===== src/rtl/upl_pkg.sv =====
// Shared UPL bus definitions: word width, UDP/IP header layout and the
// port-filter state encoding.
package upl_pkg;

   localparam int UPL_W = 32;

   localparam int HDR_DST_IP = 0;
   localparam int HDR_SRC_IP = 1;
   localparam int HDR_PORTS  = 2;
   localparam int HDR_LEN    = 3;

   localparam int PORT_DST_HI = 31;
   localparam int PORT_DST_LO = 16;
   localparam int PORT_SRC_HI = 15;
   localparam int PORT_SRC_LO = 0;

   localparam logic [1:0] S_IDLE = 2'd0;
   localparam logic [1:0] S_RECV = 2'd1;
   localparam logic [1:0] S_REQ  = 2'd2;
   localparam logic [1:0] S_SEND = 2'd3;

   function automatic logic [15:0] dst_port(input logic [UPL_W-1:0] word);
      return word[PORT_DST_HI:PORT_DST_LO];
   endfunction

endpackage


===== src/rtl/upl_if.sv =====
// UPL stream bus: request/acknowledge handshake plus a contiguous
// enable-qualified word burst per packet.
interface upl_if;
   import upl_pkg::*;

   logic             req;
   logic             enable;
   logic             ack;
   logic [UPL_W-1:0] data;

   modport master (output req, output enable, output data, input ack);
   modport slave  (input req, input enable, input data, output ack);

endinterface


===== src/rtl/upl_pkt_buf.sv =====
// Simple dual-port packet RAM with a registered read port (1-cycle latency).
module upl_pkt_buf
   import upl_pkg::*;
#(
   parameter int DEPTH_LOG2 = 4
) (
   input  logic                  clk,
   input  logic                  we,
   input  logic [DEPTH_LOG2-1:0] waddr,
   input  logic [UPL_W-1:0]      wdata,
   input  logic [DEPTH_LOG2-1:0] raddr,
   output logic [UPL_W-1:0]      rdata
);

   logic [UPL_W-1:0] mem [2**DEPTH_LOG2];

   always_ff @(posedge clk) begin
      if (we) begin
         mem[waddr] <= wdata;
      end
      rdata <= mem[raddr];
   end

endmodule


===== src/rtl/upl_udp_port_filter.sv =====
// Store-and-forward UDP destination-port filter: buffers a whole packet,
// forwards it as one unbroken burst on a port match, otherwise drops it.
module upl_udp_port_filter
   import upl_pkg::*;
#(
   parameter logic [15:0] MATCH_PORT = 16'h4000,
   parameter int          DEPTH_LOG2 = 4,
   parameter int          MIN_WORDS  = 4
) (
   input  logic        clk,
   input  logic        rst,
   upl_if.slave        up,
   upl_if.master       dn,
   output logic [15:0] pass_cnt,
   output logic [15:0] drop_cnt
);

   localparam int                CNT_W = DEPTH_LOG2 + 1;
   localparam logic [CNT_W-1:0]  FULL  = CNT_W'(2 ** DEPTH_LOG2);

   logic [1:0]            state;
   logic [CNT_W-1:0]      wr_cnt;
   logic [CNT_W-1:0]      len;
   logic [CNT_W-1:0]      rd;
   logic                  mismatch;
   logic                  ovf;
   logic                  rd_vld;
   logic                  req_q;
   logic                  en_q;
   logic [UPL_W-1:0]      data_q;
   logic [UPL_W-1:0]      rdata;
   logic                  we;
   logic [DEPTH_LOG2-1:0] waddr;
   logic                  unused_req;

   // Packet start is marked by enable alone; the request line carries no extra information here.
   assign unused_req = up.req;
   assign up.ack     = (state == S_IDLE);
   assign dn.req     = req_q;
   assign dn.enable  = en_q;
   assign dn.data    = data_q;

   always_comb begin
      we    = 1'b0;
      waddr = wr_cnt[DEPTH_LOG2-1:0];
      if (state == S_IDLE && up.enable) begin
         we    = 1'b1;
         waddr = '0;
      end else if (state == S_RECV && up.enable && wr_cnt != FULL) begin
         we = 1'b1;
      end
   end

   upl_pkt_buf #(.DEPTH_LOG2(DEPTH_LOG2)) u_buf (
      .clk   (clk),
      .we    (we),
      .waddr (waddr),
      .wdata (up.data),
      .raddr (rd[DEPTH_LOG2-1:0]),
      .rdata (rdata)
   );

   always_ff @(posedge clk) begin
      if (rst) begin
         state    <= S_IDLE;
         wr_cnt   <= '0;
         len      <= '0;
         rd       <= '0;
         mismatch <= 1'b0;
         ovf      <= 1'b0;
         rd_vld   <= 1'b0;
         req_q    <= 1'b0;
         en_q     <= 1'b0;
         data_q   <= '0;
         pass_cnt <= '0;
         drop_cnt <= '0;
      end else begin
         case (state)
            S_IDLE: begin
               en_q <= 1'b0;
               if (up.enable) begin
                  wr_cnt   <= CNT_W'(1);
                  mismatch <= 1'b0;
                  ovf      <= 1'b0;
                  state    <= S_RECV;
               end
            end
            S_RECV: begin
               if (up.enable) begin
                  if (wr_cnt == FULL) begin
                     ovf <= 1'b1;
                  end else begin
                     wr_cnt <= wr_cnt + CNT_W'(1);
                  end
                  if (wr_cnt == CNT_W'(HDR_PORTS) && dst_port(up.data) != MATCH_PORT) begin
                     mismatch <= 1'b1;
                  end
               end else if (mismatch || ovf || wr_cnt < CNT_W'(MIN_WORDS)) begin
                  if (drop_cnt != 16'hFFFF) begin
                     drop_cnt <= drop_cnt + 16'd1;
                  end
                  state <= S_IDLE;
               end else begin
                  len   <= wr_cnt;
                  state <= S_REQ;
               end
            end
            S_REQ: begin
               if (dn.ack) begin
                  req_q  <= 1'b0;
                  rd     <= '0;
                  rd_vld <= 1'b0;
                  state  <= S_SEND;
               end else begin
                  req_q <= 1'b1;
               end
            end
            S_SEND: begin
               // Reads run one cycle ahead of the output register, so the burst never stalls.
               if (rd < len) begin
                  rd     <= rd + CNT_W'(1);
                  rd_vld <= 1'b1;
               end else begin
                  rd_vld <= 1'b0;
               end
               en_q <= rd_vld;
               if (rd_vld) begin
                  data_q <= rdata;
               end
               if (rd_vld && rd == len) begin
                  if (pass_cnt != 16'hFFFF) begin
                     pass_cnt <= pass_cnt + 16'd1;
                  end
                  state <= S_IDLE;
               end
            end
            default: state <= S_IDLE;
         endcase
      end
   end

endmodule


===== src/flat_wrapper.sv =====
// flat-port wrapper written by rule: the top's interface ports become plain ports
module upl_udp_port_filter_flat import upl_pkg::*;
#(
   parameter logic [15:0] MATCH_PORT = 16'h4000,
   parameter int          DEPTH_LOG2 = 4,
   parameter int          MIN_WORDS  = 4
)
  (clk, rst, pass_cnt, drop_cnt, up_req, up_enable, up_data, up_ack, dn_req, dn_enable, dn_data, dn_ack);
  upl_if up_i ();
  upl_if dn_i ();
  input  logic clk;
  input  logic rst;
  output logic [15:0] pass_cnt;
  output logic [15:0] drop_cnt;
  input wire logic [$bits(up_i.req)-1:0] up_req;
  input wire logic [$bits(up_i.enable)-1:0] up_enable;
  input wire logic [$bits(up_i.data)-1:0] up_data;
  output wire logic [$bits(up_i.ack)-1:0] up_ack;
  output wire logic [$bits(dn_i.req)-1:0] dn_req;
  output wire logic [$bits(dn_i.enable)-1:0] dn_enable;
  output wire logic [$bits(dn_i.data)-1:0] dn_data;
  input wire logic [$bits(dn_i.ack)-1:0] dn_ack;
  assign up_i.req = up_req;
  assign up_i.enable = up_enable;
  assign up_i.data = up_data;
  assign up_ack = up_i.ack;
  assign dn_req = dn_i.req;
  assign dn_enable = dn_i.enable;
  assign dn_data = dn_i.data;
  assign dn_i.ack = dn_ack;
  upl_udp_port_filter #(.MATCH_PORT(MATCH_PORT), .DEPTH_LOG2(DEPTH_LOG2), .MIN_WORDS(MIN_WORDS)) u_core (.clk(clk), .rst(rst), .up(up_i), .dn(dn_i), .pass_cnt(pass_cnt), .drop_cnt(drop_cnt));
endmodule

===== config.mk =====
export PLATFORM = sky130hd
export DESIGN_NAME = upl_udp_port_filter_flat
export DESIGN_NICKNAME = d
export VERILOG_FILES = /design/src/rtl/upl_pkg.sv /design/src/rtl/upl_if.sv /design/src/rtl/upl_pkt_buf.sv /design/src/rtl/upl_udp_port_filter.sv /design/src/flat_wrapper.sv
export SDC_FILE = /design/constraint.sdc
export NUM_CORES = 1
export LEC_CHECK = 0
export CAP_MARGIN = 0
export CORE_UTILIZATION = 65
export CTS_CLUSTER_SIZE = 25
export DETAILED_ROUTE_END_ITERATION = 7
export PLACE_DENSITY = 0.85
export SYNTH_ARGS = -nofsm -noshare
export SYNTH_HDL_FRONTEND = slang
export SYNTH_SLANG_ARGS = --single-unit

===== constraint.sdc =====
create_clock -name clk -period 15.25 [get_ports clk]
set_clock_uncertainty 0.2 [all_clocks]
set_input_delay 3.05 -clock clk [delete_from_list [all_inputs] [get_ports clk]]
set_output_delay 3.05 -clock clk [all_outputs]
set_load 0.1 [all_outputs]

Word level (Yosys, flattened, before mapping)

Memories as Yosys holds them, arrays and structs flattened. A register that Yosys moved wholly into a read port is not among the register bits.
Index checks and enable logic that the tools add are counted.

Register bits after elaboration: 86
Bits in latches: 0
Memory bits (writable): 512
Memory bits (read-only): 0
Input bits: 37
Output and inout bits: 67
Logic and storage cells: 91
Memories: 1

Memories:

| memory           | words | bits a word | rd ports | clocked after memory_dff | write ports | line              | text |
|---|---|---|---|---|---|---|---|
| u_core.u_buf.mem | 16    | 32          | 1        | 1                        | 1           | upl_pkt_buf.sv:15 | `logic [UPL_W-1:0] mem [2**DEPTH_LOG2];` |

$add $sub $neg: 4
Multipliers: 0
Div/mod/pow operators: 0
Magnitude comparators: 2
Equality and inequality tests: 19
Shifts and indexed selects: 0
Multiplexer cells: 30
Bitwise operators: 2
Reductions and logical operators: 21

Operators with widths:

| kind                    | count |
|---|---|
| $add A16 B1 Y16 const B | 2 |
| $ne A16 B16 Y1 const B  | 2 |
| $mux W5                 | 5 |
| $pmux W5 S2             | 2 |
| $reduce_and A4 Y1       | 5 |
| $ne A16 B15 Y1 const B  | 1 |
| $ne A2 B2 Y1 const B    | 7 |
| $mux W1                 | 12 |
| $add A5 B1 Y5 const B   | 2 |
| $mux W2                 | 5 |
| $reduce_and A3 Y1       | 3 |
| $pmux W1 S2             | 4 |
| $pmux W2 S4             | 1 |
| $reduce_bool A2 Y1      | 3 |
| $eq A5 B2 Y1 const B    | 1 |
| $eq A5 B5 Y1            | 1 |
| $eq A5 B5 Y1 const B    | 1 |
| $logic_and A1 B1 Y1     | 5 |
| $lt A5 B3 Y1 const B    | 1 |
| $lt A5 B5 Y1            | 1 |
| $ne A5 B5 Y1 const B    | 1 |
| $eq A2 B2 Y1 const B    | 2 |
| $mux W4                 | 1 |
| $ne A2 B1 Y1 const B    | 2 |
| 5 further kinds         | 8 |

Logic depth before layout (Yosys ltp)

Gate-level depths: netlist of the first run.

Depth in word-level cells: 7
Gate-level depth with buffers: 11

Hierarchy

From an unflattened synthesis of the first run, not the netlist that was laid out.

Cell total of the unflattened synthesis: 1,312
Area total of the unflattened synthesis: 23,870.4 um^2

By module, submodules not included:

| module              | times used | cells an instance | area an instance (um^2) | seq. area each (um^2) |
|---|---|---|---|---|
| upl_pkt_buf         | 1          | 838               | 19,835.3                | 16,015.4 |
| upl_udp_port_filter | 1          | 474               | 4,035.1                 | 1,721.7 |

Worst setup path after synthesis of the first run

No wires, ideal clock.

Kind: input to register
Start: input up_enable
End: memory u_core.u_buf.mem[12][0], enable pin
Library setup time: 0.513 ns
Data arrival time: 6.965 ns
Data required time: 14.537 ns
Slack: 7.571 ns
Stages: 4
Buffers on the path: 1
Cell sequence: clkbuf_1 and2_1 nand3_1 nor4b_1

Cells in the longest elaborated chain, start to end: 6
Elaborated cells between the ends (all ways): 8
Those cells by class: mux (5); reduce/logical (3)

RTL lines:

| element                           | line                      | text |
|---|---|---|
| start, declared                   | flat_wrapper.sv:16        | `input wire logic [$bits(up_i.enable)-1:0] up_enable;` |
| $logic_and A1 B1 Y1 (2 in series) | upl_udp_port_filter.sv:49 | `end else if (state == S_RECV && up.enable && wr_cnt != FULL) begin` |
| $mux W1                           | upl_udp_port_filter.sv:49 |  |
| $mux W1                           | upl_udp_port_filter.sv:46 | `if (state == S_IDLE && up.enable) begin` |
| $mux W1                           | upl_pkt_buf.sv:18         | `if (we) begin` |
| $mux W1 (not written as such)     | upl_pkt_buf.sv:19         | `mem[waddr] <= wdata;` |
| end, declared                     | upl_pkt_buf.sv:15         |  |

Parallel ways exist; a longest one is shown, timed or not.

Final worst setup path of the first run

Start: register u_core.state[0]
End: output up_ack

Cells in the longest elaborated chain, start to end: 1

RTL lines:

| element                | line                       | text |
|---|---|---|
| start, declared        | upl_udp_port_filter.sv:21  | `logic [1:0] state;` |
| start signal, assigned | upl_udp_port_filter.sv:65  | `state <= S_IDLE;` |
| start signal, assigned | upl_udp_port_filter.sv:85  | `state <= S_RECV;` |
| start signal, assigned | upl_udp_port_filter.sv:102 | `state <= S_IDLE;` |
| $logic_not A2 Y1       | upl_udp_port_filter.sv:38  | `assign up.ack = (state == S_IDLE);` |
| end, declared          | flat_wrapper.sv:18         | `output wire logic [$bits(up_i.ack)-1:0] up_ack;` |

Every way passes these cells.

==> impl_metrics.yaml, run 1 <==
cts:
  cts_tree: "done"
  cts_htree_levels: 2
  holdBufCountCts: 0
  cts_buffers: 59
  cts_buffer_depth: 3
  cts_root_buf: "clkbuf_16"
  clk_pin_slew_worst_paths_ns: 0.06
  cts_resized: 0
  clock-sinks: 630
  clk_latency_ns: 0.63
  cts_setup_buffers: 0
grt:
  grt.total_usage_pct: 30.6
  overflow: 0
  grt_max_degree: 111
  use_met3_pct: 6.00
  antenna_found_initial: 1
  grt_busiest_layer: "met2"
  grtUsageMet1_pct: 41.3
  grtUsageMet2_pct: 49.8
  grt_pass1_vias: 13000
  grt_first_pass_wirelength_um: 82700
die:
  die_x_um: 194
  start_util_pct: 66.7
  placementRows: 69
  coreArea_um2: 35800
  fp.dieH_um: 194
  die_area_um2: 37500
  pin_count: 104
critical_path:
  slowest_delay_ns: 1.16
  required_ns: 12.00
  path_class: "reg2out"
  crit_chain: "inv_1, ha_1, clkdlybuf4s50_1"
  cp-end-kind: "primary output"
  r2r-end: "u_core.u_buf.mem[1][18]$_DFFE_PP_"
  path_max_fanout: 5
  r2r-start: "u_core.wr_cnt[0]$_SDFFE_PP0P_"
  r2r_setup_slack_ns: 11.54
  start_kind: "register"
  critPathSlowestCell: "clkdlybuf4s50_1"
  cp_data_arrival_time_ns: 2.48
  r2r_cells: 7
drt:
  antenna_left: 0
  drtIter0Drc: 1526
  wire_per_inst_um: 29.7
  vias_per_cell: 6.84
  post-route-drc-count: 0
  finalWirelength_um: 55700
  vias: 12800
  first_pass_iters: 7
power_and_ir_drop:
  comb_power_share_pct: 2.5
  power_switching_mw: 0.701
  switching_share_pct: 20.1
  pwr-share-clk_pct: 43.3
  p_leak_nw: 8.52
  p_total_mw: 3.48
  internal_power_mw: 2.78
  p_seq_share_pct: 54.2
  irDropWorstVdd_uv: 111
  power_density_nw_per_um2: 127
cells_and_area:
  layout_common_cells: "edfxtp_1, mux4_2, dfxtp_1"
  fin_nets: 1420
  final_common_cell: "edfxtp_1"
  n_antenna_cell: 0
  area_delta_synth_final_pct: 15.0
  fin_util_pct: 76.7
  instances_no_fill: 1878
  drive_gt1_share_pct: 21.3
synth:
  yosys.area.top_type: "edfxtp_1"
  seq_area_frac_synth_pct: 74.3
  syn-num-nets: 1292
  netlist.area_leader.share_pct: 64.4
  synth_area_leaders: "edfxtp_1, mux4_2, dfxtp_1"
  synth-edff-count: 512
  netlist_area_um2: 23900
  synth_warnings: 0
  synth-main-ff-cell: "edfxtp_1"
  synth_area_per_cell_um2: 19.3
  synth_cells: 1240
  synthArstFlopShare_pct: 0
  synth_cell_types: 53
  ys_seq_elements: 630
run:
  cap_violations: 0
min_path:
  hold_path_end: "u_core.dn.data[0]$_SDFFE_PP0P_"
  hp-class: "reg2reg"
  worstHoldStart: "u_core.u_buf.rdata[0]$_DFF_P_"
  holdPathStages: 2
timing:
  fin_crit_sh_pct: 37.6
  finalMaxSlewViolations: 0
  setup_viol: 0
  fmax_mhz: 175
  rsz0062_at_grt: "no"
  slew_headroom_pct: 20.0
  fin_setup_tns_ns: 0
  hold_viol: 0
  period_needed_ns: 5.73
  worstMarginPinSlew_ns: 1.20
placement:
  place_inst: 1768
  hpwl_um: 26300
  place.gp.congestion: 0.851
  portBuffers: 102
outcome:
  outcome: "finished, final reports clean"
==> sequential cells by signal, indices dropped and copies added, names as in the netlist, named ones only <==
signal,flops
u_core.state,1
u_core.u_buf.mem,512
u_core.u_buf.rdata,32
u_core.mismatch,1
u_core.rd,5
u_core.dn.data,32
u_core.len,5
u_core.drop_cnt,16
u_core.dn.enable,1
u_core.pass_cnt,16
u_core.ovf,1
u_core.rd_vld,1
u_core.dn.req,1
u_core.wr_cnt,5
==> logic make-up (layout without fill, tap and decap cells) <==
kind of cell | count (synthesis) | count (layout) | synth area share (%)
DFF | 630 | 630 | 74.3
and+or+nand+nor | 256 | 256 | 5.20
muxes | 166 | 166 | 15.4
buffers and inverters | 75 | 252 | 1.58
AOI/OAI and AO/OA | 67 | 67 | 1.68
xor gates and xnor gates | 31 | 31 | 1.14
adders and majority gates | 15 | 15 | 0.786
==> worst max-delay path by stage <==
stage | start | to | slack [ns]
2_1_floorplan | up_enable | u_core.u_buf.mem[12][0]$_DFFE_PP_ | 7.57
3_3_place_gp | up_enable | u_core.u_buf.mem[1][9]$_DFFE_PP_ | 9.35
3_5_place_dp | up_enable | u_core.u_buf.mem[6][16]$_DFFE_PP_ | 9.29
4_1_cts | u_core.state[0]$_SDFFE_PP0P_ | up_ack | 9.49
5_1_grt | u_core.state[0]$_SDFFE_PP0P_ | up_ack | 9.41
6_report | u_core.state[0]$_SDFFE_PP0P_ | up_ack | 9.52
==> final cells by class <==
| cell class | instances | area [um^2] |
|---|---|---|
| Multi-Input combinational cell | 535 | 5880 |
| Timing Repair Buffer | 128 | 1230 |
| Clock inverter | 28 | 334 |
| Sequential cell | 630 | 17700 |
| Tap cell | 461 | 577 |
| Inverter | 14 | 52.6 |
| Fill cell | 1783 | 8360 |
| Clock buffer | 82 | 1640 |
==> metrics by stage <==
| stage | setup slack, ns | hold WS, ns | instance area (um^2) |
|---|---|---|---|
| after floorplan | 7.57 | 0.217 | 23900 |
| after global placement | 9.35 | 0.221 | 25500 |
| after detailed placement | 9.29 | 0.227 | 25500 |
| after CTS | 9.49 | 0.237 | 27500 |
| after global routing | 9.41 | 0.244 | 27500 |
| final | 9.52 | 0.233 | 27500 |
==> Yosys cell counts (2+ instances only) <==
library cell and instances:
a21oi_1 43, a22o_1 2, a41oi_1 3, and2_1 2
and3_1 4, and4_1 2, and4bb_1 2, buf_1 5
buf_2 10, buf_6 11, clkbuf_1 35, dfxtp_1 118
edfxtp_1 512, ha_1 15, inv_1 14, mux2i_1 4
mux4_2 160, nand2_1 90, nand2b_1 4, nand3_1 22
nand4_1 12, nand4b_1 3, nor2_1 67, nor2b_1 3
nor3_1 13, nor3b_1 7, nor4_1 11, nor4b_1 3
o21ai_0 5, o21bai_1 2, o31a_1 2, o31ai_1 2
or3_1 2, or4_1 2, xnor2_1 22, xor2_1 9
==> power by group through the flow <==
stage	Combinational [mW]	Clock (mW)	Sequential, mW
after global placement	0.0793	0	1.92
after floorplan	0.0391	0	1.92
after detailed placement	0.0832	0	1.92
after global routing	0.0924	1.58	1.89
after CTS	0.0865	1.52	1.89
final	0.0872	1.51	1.89
==> per-layer routing <==
metal / part of all wire (%) / routed length [um]
met5: 0.025 / 14
met3: 9.9 / 5530
met1: 37 / 20300
met4: 3.7 / 2040
met2: 50 / 27800
==> critical path: cells and delay by family, from the launching register on <==
family	cells	cell delay [ns]
adders and majority gates	1	0.24
buffers and inverters	2	1.27
DFF	1	0.35
Note: power is estimated with default switching activity, not from simulation.
==> inputs of run 2 (changes only) <==
--- a/config.mk
+++ b/config.mk
@@ -6,10 +6,10 @@
 export NUM_CORES = 1
 export LEC_CHECK = 0
 export CAP_MARGIN = 0
-export CORE_UTILIZATION = 65
+export CORE_UTILIZATION = 60
 export CTS_CLUSTER_SIZE = 25
 export DETAILED_ROUTE_END_ITERATION = 7
-export PLACE_DENSITY = 0.85
+export PLACE_DENSITY = 0.79
 export SYNTH_ARGS = -nofsm -noshare
 export SYNTH_HDL_FRONTEND = slang
 export SYNTH_SLANG_ARGS = --single-unit
==> constraint.sdc (replaced) <==
create_clock -name clk -period 5.6 [get_ports clk]
set_clock_uncertainty 0.2 [all_clocks]
set_input_delay 1.12 -clock clk [delete_from_list [all_inputs] [get_ports clk]]
set_output_delay 1.12 -clock clk [all_outputs]
set_load 0.1 [all_outputs]
==> impl_metrics.yaml, run 2 (synthesis gave the netlist of run 1 again) <==
outcome:
  outcome: "finished, final reports clean"
cts:
  clk_pin_slew_worst_paths_ns: 0.06
  cts_tree: "done"
  cts_buffer_depth: 3
  cts_resized: 0
  clk_latency_ns: 0.60
  cts_buffers: 59
  cts_root_buf: "clkbuf_16"
  holdBufCountCts: 0
  cts_setup_buffers: 0
  clock-sinks: 630
  cts_htree_levels: 2
critical_path:
  required_ns: 4.28
  path_max_fanout: 5
  r2r-start: "u_core.wr_cnt[0]$_SDFFE_PP0P_"
  r2r_setup_slack_ns: 2.13
  start_kind: "register"
  r2r-end: "u_core.u_buf.mem[0][11]$_DFFE_PP_"
  r2r_cells: 7
  endpoint: "up_ack"
  crit_start: "u_core.state[0]$_SDFFE_PP0P_"
  path_class: "reg2out"
  cp_data_arrival_time_ns: 2.51
  cp-end-kind: "primary output"
timing:
  setup_viol: 0
  fin_setup_tns_ns: 0
  worstMarginPinSlew_ns: 1.04
  finalMaxSlewViolations: 0
  period_needed_ns: 3.83
  hold_viol: 0
  rsz0062_at_grt: "no"
  fmax_mhz: 261
  fin_crit_sh_pct: 68.4
  slew_headroom_pct: 30.4
  hold_slack_ns: 0.231
die:
  placementRows: 72
  fp.dieH_um: 202
  die_area_um2: 40600
  coreArea_um2: 38900
  pin_count: 104
  start_util_pct: 61.4
  die_x_um: 202
power_and_ir_drop:
  power_density_nw_per_um2: 335
  pwr-share-clk_pct: 41.7
  irDropWorstVdd_uv: 263
  p_leak_nw: 8.48
  internal_power_mw: 7.38
  comb_power_share_pct: 2.5
  power_switching_mw: 1.83
  switching_share_pct: 19.9
  p_seq_share_pct: 55.8
cells_and_area:
  drive_gt1_share_pct: 20.6
  final_common_cell: "edfxtp_1"
  top_register: "u_core.u_buf.mem"
  multi_input_area_um2: 5890
  area_delta_synth_final_pct: 15.2
  regArea_um2: 17700
  fin_nets: 1423
  layout_common_cells: "edfxtp_1, mux4_2, dfxtp_1"
  nFillCells: 2360
  largest_register_ffs: 512
  finish.instance_area_um2: 27500
drt:
  finalWirelength_um: 50000
  drtIter0Drc: 1226
  antenna_left: 0
  vias_per_cell: 6.25
  first_pass_iters: 6
  wire_per_inst_um: 25.8
  vias: 12100
  post-route-drc-count: 0
grt:
  grt.total_usage_pct: 25.5
  grt_pass1_vias: 12400
  grt_max_degree: 129
  antenna_found_initial: 2
  overflow: 0
  grt_first_pass_wirelength_um: 75800
min_path:
  hp-class: "reg2reg"
run:
  cap_violations: 0
placement:
  hpwl_um: 26000
  portBuffers: 102
  placement.cell_area_um2: 25600
  place.gp.congestion: 0.781
## run 2: cell count changes in the layout (fill, tap and decap cells not counted), sizes merged
cell,previous run,this run
clkbuf,82,94
bufinv,7,2
clkinv,18,14
buf,27,30
diode,0,2
inv,16,15
## run 2: final cells by class
cell class                      count  share of cell area (%)
Clock inverter                     18                   0.646
Clock buffer                       94                    6.18
Sequential cell                   630                    64.5
Multi-Input combinational cell    535                    21.4
Tap cell                          518                    2.36
Antenna cell                        2                  0.0182
Inverter                           14                   0.191
Timing Repair Buffer              131                    4.68
## run 2: critical path, stage by stage, from the launching register on
cell	delay, ns
dfxtp_1	0.35
inv_1	0.12
ha_1	0.27
clkdlybuf4s50_1	1.17
## run 2: power by group through the flow
| stage | Clock, mW | Sequential [mW] | Combinational [mW] |
|---|---|---|---|
| global placement | 0 | 5.23 | 0.220 |
| global route | 4.07 | 5.14 | 0.247 |
| CTS | 3.90 | 5.14 | 0.232 |
| floorplan | 0 | 5.24 | 0.107 |
| finish | 3.84 | 5.14 | 0.231 |
| detailed placement | 0 | 5.24 | 0.228 |
## run 2: metrics by stage
| stage | worst slack, ns | cells | utilization [%] | total power, mW |
|---|---|---|---|---|
| 2_1_floorplan | 0.774 | 1240 | - | 5.34 |
| 3_3_place_gp | 1.46 | 1828 | 65.8 | 5.45 |
| 3_5_place_dp | 1.41 | 1828 | 65.8 | 5.47 |
| 4_1_cts | 1.76 | 1940 | 70.7 | 9.27 |
| 5_1_grt | 1.71 | 1941 | 70.7 | 9.46 |
| 6_report | 1.77 | 1942 | 70.7 | 9.21 |
## run 2: how the worst min path moves through the flow
stage | from | to | slack [ns] | cells past startpoint
after CTS | u_core.u_buf.rdata[19]$_DFF_P_ | u_core.dn.data[19]$_SDFFE_PP0P_ | 0.23 | 2
after detailed placement | u_core.u_buf.rdata[19]$_DFF_P_ | u_core.dn.data[19]$_SDFFE_PP0P_ | 0.23 | 2
after global routing | u_core.u_buf.rdata[19]$_DFF_P_ | u_core.dn.data[19]$_SDFFE_PP0P_ | 0.26 | 2
after floorplan | u_core.u_buf.rdata[0]$_DFF_P_ | u_core.dn.data[0]$_SDFFE_PP0P_ | 0.22 | 2
after global placement | u_core.u_buf.rdata[25]$_DFF_P_ | u_core.dn.data[25]$_SDFFE_PP0P_ | 0.22 | 2
final | u_core.u_buf.rdata[19]$_DFF_P_ | u_core.dn.data[19]$_SDFFE_PP0P_ | 0.23 | 2
## run 2: routing by layer
layer	vias up	routed length, um	global-route usage (%)
li1	5226	-	-
met1	6291	20000	35.4
met2	528	25300	42.5
met3	84	3680	3.69
met4	0	1090	7.74
met5	-	0	0
==> inputs of run 3 (changes only) <==
--- a/config.mk
+++ b/config.mk
@@ -6,10 +6,10 @@
 export NUM_CORES = 1
 export LEC_CHECK = 0
 export CAP_MARGIN = 0
-export CORE_UTILIZATION = 60
+export CORE_UTILIZATION = 54
 export CTS_CLUSTER_SIZE = 25
 export DETAILED_ROUTE_END_ITERATION = 7
-export PLACE_DENSITY = 0.79
+export PLACE_DENSITY = 0.75
 export SYNTH_ARGS = -nofsm -noshare
 export SYNTH_HDL_FRONTEND = slang
 export SYNTH_SLANG_ARGS = --single-unit
==> constraint.sdc (replaced) <==
create_clock -name clk -period 3.5 [get_ports clk]
set_clock_uncertainty 0.2 [all_clocks]
set_input_delay 0.7 -clock clk [delete_from_list [all_inputs] [get_ports clk]]
set_output_delay 0.7 -clock clk [all_outputs]
set_load 0.1 [all_outputs]
==> impl_metrics.yaml, run 3 (synthesis gave the netlist of run 1 again) <==
critical_path:
  cp_num_buf_inv: 1
  slowest_delay_ns: 0.41
  cp-end-kind: "register"
  path_max_fanout: 19
  cp_data_arrival_time_ns: 2.75
  crit_chain: "ha_1, nand2_1, nor2_1, nand2_1, o31ai_4, buf_4"
  critPathSlowestCell: "dfxtp_1"
  path_class: "reg2reg"
  cpLargestDelayFamily: "simple AND/OR/NAND/NOR gates"
  start_kind: "register"
  r2r-start: "u_core.state[0]$_SDFFE_PP0P_"
  required_ns: 3.56
  cpMostUsedCell: "nand2_1"
  crit_start: "u_core.state[0]$_SDFFE_PP0P_"
power_and_ir_drop:
  irDropWorstVdd_uv: 450
  p_leak_nw: 8.87
  power_density_nw_per_um2: 543
placement:
  place.gp.congestion: 0.789
  hpwl_um: 27600
  portBuffers: 102
grt:
  grt_first_pass_wirelength_um: 76200
  grt_pass1_vias: 12200
  antenna_found_initial: 2
  overflow: 0
  grt_max_degree: 79
  grt.total_usage_pct: 23.5
cells_and_area:
  top_register: "u_core.u_buf.mem"
  fin_nets: 1449
  largest_register_ffs: 512
  layout_common_cells: "edfxtp_1, mux4_2, dfxtp_1"
  area_delta_synth_final_pct: 17.0
  fin_util_pct: 64.4
  drive_gt1_share_pct: 27.6
  final_common_cell: "edfxtp_1"
drt:
  finalWirelength_um: 51300
  drtIter0Drc: 1175
  antenna_left: 0
  first_pass_iters: 5
  vias: 12200
  post-route-drc-count: 0
  wire_per_inst_um: 25.2
  vias_per_cell: 5.98
cts:
  holdBufCountCts: 0
  cts_htree_levels: 2
  clk_latency_ns: 0.64
  cts_resized: 0
  cts_buffer_depth: 3
  cts_tree: "done"
  cts_root_buf: "clkbuf_16"
  cts_buffers: 60
  clock-sinks: 630
  cts_setup_buffers: 0
  clk_pin_slew_worst_paths_ns: 0.06
min_path:
  hp-class: "reg2reg"
  worstHoldStart: "u_core.u_buf.rdata[26]$_DFF_P_"
timing:
  fin_crit_sh_pct: 76.8
  worstMarginPinSlew_ns: 0.893
  hold_viol: 0
  hold_slack_ns: 0.234
  fmax_mhz: 372
  setup_viol: 0
  rsz0062_at_grt: "no"
  finalMaxSlewViolations: 0
  period_needed_ns: 2.69
  slew_headroom_pct: 40.4
outcome:
  outcome: "finished, final reports clean"
die:
  coreArea_um2: 43400
  die_area_um2: 45100
  placementRows: 76
  pin_count: 104
  start_util_pct: 55.1
  fp.dieH_um: 212
  die_x_um: 212
run:
  cap_violations: 0
## run 3: cell types whose count changed in the layout (fill, tap and decap cells not counted), sizes merged
cell           delta
buf              +92
bufinv            +4
clkbuf           -16
clkdlybuf4s50    -67
clkinv           +11
clkinvlp          +3
diode             -1
## run 3: power by group
part           switching, mW  internal, mW
logic                  0.246         0.145
registers             0.0323          8.18
clock network           2.78          3.78
total                   3.06          12.1
## run 3: final timing paths
| path | endpoint | slack [ns] | depth (start not counted) |
|---|---|---|---|
| setup / recovery | u_core.u_buf.mem[0][23]$_DFFE_PP_ | 0.81 | 6 |
| hold / removal | u_core.dn.data[26]$_SDFFE_PP0P_ | 0.23 | 2 |
| setup reg to reg | u_core.u_buf.mem[0][23]$_DFFE_PP_ | 0.81 | 6 |
| hold reg to reg | u_core.dn.data[26]$_SDFFE_PP0P_ | 0.23 | 2 |
## run 3: tightest hold or removal path, cell delays in order, from the launching register on
cell and delay (ns):
dfxtp_1 0.30, nand2_1 0.05, a21oi_1 0.05
## run 3: routing by layer
metal	vias to the layer above	track usage, %	routed length [um]
met4	2	6.72	1040
met5	-	0	13
met3	75	4.61	4070
met2	558	38.8	25700
li1	5275	-	-
met1	6269	32.1	20400
## run 3: layout make-up
class                   instances  area [um^2]
multi-input cells             535         5920
flip-flops and latches        630        17700
well taps                     585          732
clock inverters                36          385
repair buffers                156         1440
inverters                      14         52.6
clock buffers                  78         1650
diodes                          1         2.50
fillers                      2886        15400
## run 3: stage by stage
step	cell area [um^2]	cells	power (mW)	setup WS, ns	setup TNS [ns]
5_1_grt	27900	2034	15.6	0.552	0
6_report	27900	2035	15.2	0.813	0
3_5_place_dp	25900	1920	8.76	0.288	0
3_3_place_gp	25900	1920	8.74	0.355	0
2_1_floorplan	23900	1240	8.55	-0.442	-28.11
4_1_cts	27900	2034	15.3	0.791	0
